===== src/rtl/latch_bank_if.sv =====
// Bus bundle for latch_bank: asynchronous write strobe/data/select in,
// per-channel consume strobes in, channel values and status flags out.
interface latch_bank_if #(
  parameter int WIDTH    = 8,
  parameter int CHANNELS = 4
);
  localparam int SW = $clog2(CHANNELS);

  logic [WIDTH-1:0]          d;
  logic [SW-1:0]             sel;
  logic                      en;
  logic                      clr;
  logic [CHANNELS-1:0]       ack;
  logic [CHANNELS*WIDTH-1:0] q;
  logic [CHANNELS-1:0]       upd;
  logic [CHANNELS-1:0]       pend;
  logic [CHANNELS-1:0]       ovf;

  modport master (
    output d, sel, en, clr, ack,
    input  q, upd, pend, ovf
  );

  modport slave (
    input  d, sel, en, clr, ack,
    output q, upd, pend, ovf
  );
endinterface


===== src/rtl/latch_bank.sv =====
// Multi-channel capture register bank fed by an asynchronous strobe/data/select
// that is synchronised in lockstep; per-channel update/pending/overflow flags.
module latch_bank #(
  parameter int WIDTH       = 8,
  parameter int CHANNELS    = 4,
  parameter int SYNC_STAGES = 2,
  parameter int MODE        = 1
) (
  input  logic         clk,
  input  logic         rstn,
  latch_bank_if.slave  bus
);
  localparam int SW = $clog2(CHANNELS);

  logic [SYNC_STAGES-1:0]            en_sync_q, en_sync_d;
  logic [SYNC_STAGES-1:0][WIDTH-1:0] d_sync_q, d_sync_d;
  logic [SYNC_STAGES-1:0][SW-1:0]    sel_sync_q, sel_sync_d;
  logic                              en_d_q, en_d_d;
  logic [CHANNELS-1:0][WIDTH-1:0]    q_q, q_d;
  logic [CHANNELS-1:0]               upd_q, upd_d;
  logic [CHANNELS-1:0]               pend_q, pend_d;
  logic [CHANNELS-1:0]               ovf_q, ovf_d;

  logic                en_s;
  logic [WIDTH-1:0]    d_s;
  logic [SW-1:0]       sel_s;
  logic                rise;
  logic                wr;
  logic [CHANNELS-1:0] wr_vec;

  always_comb begin
    // d and sel shift with en so the captured word always matches its strobe
    en_sync_d  = {en_sync_q[SYNC_STAGES-2:0], bus.en};
    d_sync_d   = {d_sync_q[SYNC_STAGES-2:0], bus.d};
    sel_sync_d = {sel_sync_q[SYNC_STAGES-2:0], bus.sel};

    en_s   = en_sync_q[SYNC_STAGES-1];
    d_s    = d_sync_q[SYNC_STAGES-1];
    sel_s  = sel_sync_q[SYNC_STAGES-1];
    en_d_d = en_s;
    rise   = en_s & ~en_d_q;
    wr     = (MODE == 1) ? rise : en_s;

    // An out-of-range sel matches no channel, so the write disappears
    for (int i = 0; i < CHANNELS; i++) begin
      wr_vec[i] = wr & (sel_s == SW'(i));
    end

    q_d    = q_q;
    upd_d  = wr_vec;
    pend_d = (pend_q & ~bus.ack) | wr_vec;
    // Only the leading write of a burst may flag overflow
    ovf_d  = ovf_q | (wr_vec & pend_q & ~bus.ack & {CHANNELS{rise}});
    for (int i = 0; i < CHANNELS; i++) begin
      if (wr_vec[i]) begin
        q_d[i] = d_s;
      end
    end

    if (bus.clr) begin
      q_d    = '0;
      upd_d  = '0;
      pend_d = '0;
      ovf_d  = '0;
    end
  end

  always_ff @(posedge clk or negedge rstn) begin
    if (!rstn) begin
      en_sync_q  <= '0;
      d_sync_q   <= '0;
      sel_sync_q <= '0;
      en_d_q     <= 1'b0;
      q_q        <= '0;
      upd_q      <= '0;
      pend_q     <= '0;
      ovf_q      <= '0;
    end else begin
      en_sync_q  <= en_sync_d;
      d_sync_q   <= d_sync_d;
      sel_sync_q <= sel_sync_d;
      en_d_q     <= en_d_d;
      q_q        <= q_d;
      upd_q      <= upd_d;
      pend_q     <= pend_d;
      ovf_q      <= ovf_d;
    end
  end

  assign bus.q    = q_q;
  assign bus.upd  = upd_q;
  assign bus.pend = pend_q;
  assign bus.ovf  = ovf_q;
endmodule


===== src/flat_wrapper.sv =====
// flat-port wrapper written by rule: the top's interface ports become plain ports
module latch_bank_flat 
#(
  parameter int WIDTH       = 8,
  parameter int CHANNELS    = 4,
  parameter int SYNC_STAGES = 2,
  parameter int MODE        = 1
)
  (clk, rstn, bus_d, bus_sel, bus_en, bus_clr, bus_ack, bus_q, bus_upd, bus_pend, bus_ovf);
  latch_bank_if #(.WIDTH(WIDTH), .CHANNELS(CHANNELS)) bus_i ();
  input  logic clk;
  input  logic rstn;
  input wire logic [$bits(bus_i.d)-1:0] bus_d;
  input wire logic [$bits(bus_i.sel)-1:0] bus_sel;
  input wire logic [$bits(bus_i.en)-1:0] bus_en;
  input wire logic [$bits(bus_i.clr)-1:0] bus_clr;
  input wire logic [$bits(bus_i.ack)-1:0] bus_ack;
  output wire logic [$bits(bus_i.q)-1:0] bus_q;
  output wire logic [$bits(bus_i.upd)-1:0] bus_upd;
  output wire logic [$bits(bus_i.pend)-1:0] bus_pend;
  output wire logic [$bits(bus_i.ovf)-1:0] bus_ovf;
  assign bus_i.d = bus_d;
  assign bus_i.sel = bus_sel;
  assign bus_i.en = bus_en;
  assign bus_i.clr = bus_clr;
  assign bus_i.ack = bus_ack;
  assign bus_q = bus_i.q;
  assign bus_upd = bus_i.upd;
  assign bus_pend = bus_i.pend;
  assign bus_ovf = bus_i.ovf;
  latch_bank #(.WIDTH(WIDTH), .CHANNELS(CHANNELS), .SYNC_STAGES(SYNC_STAGES), .MODE(MODE)) u_core (.clk(clk), .rstn(rstn), .bus(bus_i));
endmodule

===== config.mk =====
export PLATFORM = sky130hd
export DESIGN_NAME = latch_bank_flat
export DESIGN_NICKNAME = d
export VERILOG_FILES = /design/src/rtl/latch_bank_if.sv /design/src/rtl/latch_bank.sv /design/src/flat_wrapper.sv
export SDC_FILE = /design/constraint.sdc
export NUM_CORES = 1
export LEC_CHECK = 0
export CORE_MARGIN = 2
export CORE_UTILIZATION = 40
export DETAILED_ROUTE_END_ITERATION = 16
export PLACE_DENSITY = 0.69
export SLEW_MARGIN = 20
export SYNTH_ARGS = -nofsm -noshare
export SYNTH_HDL_FRONTEND = slang
export SYNTH_SLANG_ARGS = --single-unit

===== constraint.sdc =====
create_clock -name clk -period 1.38 [get_ports clk]
set_input_delay 0.345 -clock clk [delete_from_list [all_inputs] [get_ports clk]]
set_output_delay 0.345 -clock clk [all_outputs]
set_load 0.02 [all_outputs]

==> flow_metrics.py <==
metrics = {
    "die": {
        "initial_utilization": 0.417,
        "fp.dieH_um": 85.6,
        "core-area_sq_um": 6390,
        "dieWidth_um": 85.6,
        "boundaryPins": 62,
        "dieArea_sq_um": 7320,
        "rows": 29,
    },
    "timing": {
        "tns_ns": 0,
        "setup_violations": 0,
        "period_minus_slack_ns": 1.34,
        "slew_headroom": 0.696,
        "fin_skew_ns": 0.00858,
        "slew_violations": 0,
        "fmax_ghz": 0.745,
        "rsz0062_at_grt": "no",
        "worstMarginPinSlew_ns": 0.456,
        "finalHoldViolCount": 0,
        "fin_crit_sh": 0.972,
    },
    "setup_path": {
        "crit_buf_inv": 1,
        "path_cells": "clkdlybuf4s15_2",
        "critical-path-top-delay-family": "flip-flops",
        "start_kind": "flop",
        "crit_type": "reg -> out",
        "critPathMaxStageDelay_ns": 0.40,
        "crit_path_end_kind": "output pin",
        "crit_arrival_ns": 1.00,
        "crit_slowest_cell": "dfrtp_1",
        "cp.required_ns": 1.03,
        "crit_fanout": 2,
    },
    "cts": {
        "clock-root-buffer": "clkbuf_8",
        "numCtsBuffers": 9,
        "clkLatencyLatePin_ns": 0.34,
        "numClockSinks": 67,
        "htreeDepth": 3,
        "tritoncts": "yes",
        "cts_buffer_depth": 2,
        "clkSlewWorstSetupHoldPaths_ns": 0.08,
    },
    "routing": {
        "met2_length_um": 2790,
        "wl_per_cell_um": 16.0,
        "wl_met1_um": 2670,
        "firstDrtPassIters": 4,
        "ant_nets": 0,
        "vias": 1890,
        "avgViaCountPerCell": 5.15,
        "dr.max_layer_used": "met4",
        "drc": 0,
        "routed-wl-met3_um": 292,
        "drt-initial-drc-count": 148,
        "wl_um": 5870,
    },
    "synthesis": {
        "ys_types": 25,
        "yosys_warnings": 0,
        "synth-seq-cells": 67,
        "syn-cell-area_sq_um": 2660,
        "synth.net_count": 231,
        "netlist_instances": 213,
        "seq_area_frac_synth": 0.630,
        "synth.avg_cell_area_sq_um": 12.5,
    },
    "status": {
        "status": "complete, no violations",
    },
    "global_routing": {
        "overflow": 0,
        "grt_pass1_vias": 1930,
        "grt_max_degree": 68,
        "grt_pass1_wl_um": 9830,
        "grt_util_all_layers": 0.177,
        "antenna_found_initial": 0,
    },
    "power_and_ir_drop": {
        "power.density_nw_per_um2": 1130,
        "p_leak_nw": 1.50,
        "ir_drop_v": 0.000948,
    },
    "place": {
        "post-place-cells": 347,
        "post-dp-hpwl_um": 3730,
        "gp_congestion": 0.758,
        "place_area_sq_um": 3400,
        "port_buffers": 61,
    },
    "worst_hold_path": {
        "hold_class": "in -> async",
    },
    "final_layout": {
        "syn2layout_area_growth_pct": 33.2,
        "fin_nets": 303,
        "fillers": 560,
        "drive_gt1_frac": 0.338,
        "fin_cells": 367,
        "postLayoutCoreUtil": 0.555,
        "fin_area_sq_um": 3540,
        "n_antenna_cell": 0,
    },
    "flow_run": {
        "drv_cap": 0,
    },
}
## Yosys cell counts
library cell / count / area share
nand3_1: 8 / 0.015
inv_1: 32 / 0.045
nand2b_1: 8 / 0.019
and4b_1: 1 / 0.0038
nor3_2: 1 / 0.0038
nand4bb_1: 2 / 0.0085
buf_6: 4 / 0.017
buf_1: 1 / 0.0014
o31ai_1: 4 / 0.011
nand4b_1: 1 / 0.0033
o32ai_1: 30 / 0.099
or4b_1: 1 / 0.0038
nand2_1: 1 / 0.0014
nor2_1: 1 / 0.0014
or3b_2: 8 / 0.026
dfrtp_1: 67 / 0.63
buf_2: 4 / 0.0075
or3b_1: 1 / 0.0033
nand3b_1: 16 / 0.045
a21oi_1: 4 / 0.0075
clkbuf_1: 11 / 0.016
nor3b_1: 2 / 0.0056
o32ai_2: 2 / 0.012
nor4b_2: 1 / 0.0056
nor4bb_1: 2 / 0.0075
## final timing paths
check                                    start              endpoint  slack (ns)  cells after the start
max                           u_core.bus.q[17]             bus_q[17]        0.04                      1
min                                       rstn  u_core.sel_sync_d[2]       0.004                      2
max reg2reg                    u_core.sel_s[0]       u_core.bus.q[0]        0.04                      3
min reg2reg                u_core.en_sync_q[0]   u_core.en_sync_q[1]        0.35                      0
max in group asynchronous                 rstn         u_core.en_d_q        1.06                      2
min in group clk           u_core.en_sync_q[0]   u_core.en_sync_q[1]        0.35                      0
## layout by cell type (no fill, tap or decap), types with 8 or more instances in the layout
master and n:
or3b_2 8, clkdlybuf4s15_2 14, clkbuf_8 9, clkdlybuf4s50_1 16, nand3_1 8, nand2b_1 8
o32ai_1 29, inv_1 32, clkbuf_2 15, buf_4 15, nand3b_1 16, dfrtp_1 63
buf_2 13
## stage by stage
step,hold slack (ns),worst slack [ns],power (W)
finish,0.00416,0.0383,0.00401
global route,0.0218,0.000492,0.00421
CTS,0.0176,0.00184,0.00405
detailed placement,0.335,-0.346,0.00246
global placement,0.333,-0.296,0.00245
floorplan,0.0494,0.0293,0.00226
## what timing repair did
action	CTS	global route
setup endpoints to repair	62	48
hold endpoints to repair	0	0
cloned	0	0
hold buffers	0	0
resized for setup	121	32
setup buffers	0	4
pin swaps	0	1
## power by group
part	internal, W	total [W]	leakage, nW	switching [W]
clock	0.000826	0.00159	0.0950	0.000768
sequential	0.00202	0.00207	0.874	0.0000502
combinational	0.000163	0.000346	0.533	0.000183
## area by class of cell
cell class	count	area [sq um]	area share
sequential	67	1680	0.475
tap	77	96.3	0.0272
clock inverter	7	68.8	0.0194
inverter	32	120	0.0339
clock buffer	9	124	0.0350
timing repair buffer	81	676	0.191
multi-input combinational	94	777	0.219
## cell families (layout without fill, tap and decap cells)
kind of cell	after synthesis	in the layout	share of synthesized area
flops	67	67	0.630
simple gates	54	54	0.153
buf+inv	52	129	0.0865
compound gates	40	40	0.130
## per-layer routing
metal  track usage  up-vias
met4        0.0678        0
met1         0.246      924
met5             0        -
met2         0.264       53
met3        0.0529       12
li1              -      901
## flip-flops by register name, indices dropped and copies added (netlist names), 2 cells and up
name               flops
u_core.bus.ovf         4
u_core.bus.pend        4
u_core.bus.q          32
u_core.bus.upd         4
u_core.d_s             8
u_core.d_sync_d        8
u_core.en_sync_q       2
u_core.sel_s           2
u_core.sel_sync_d      2
No activity file was read; power rests on OpenSTA's default activity.
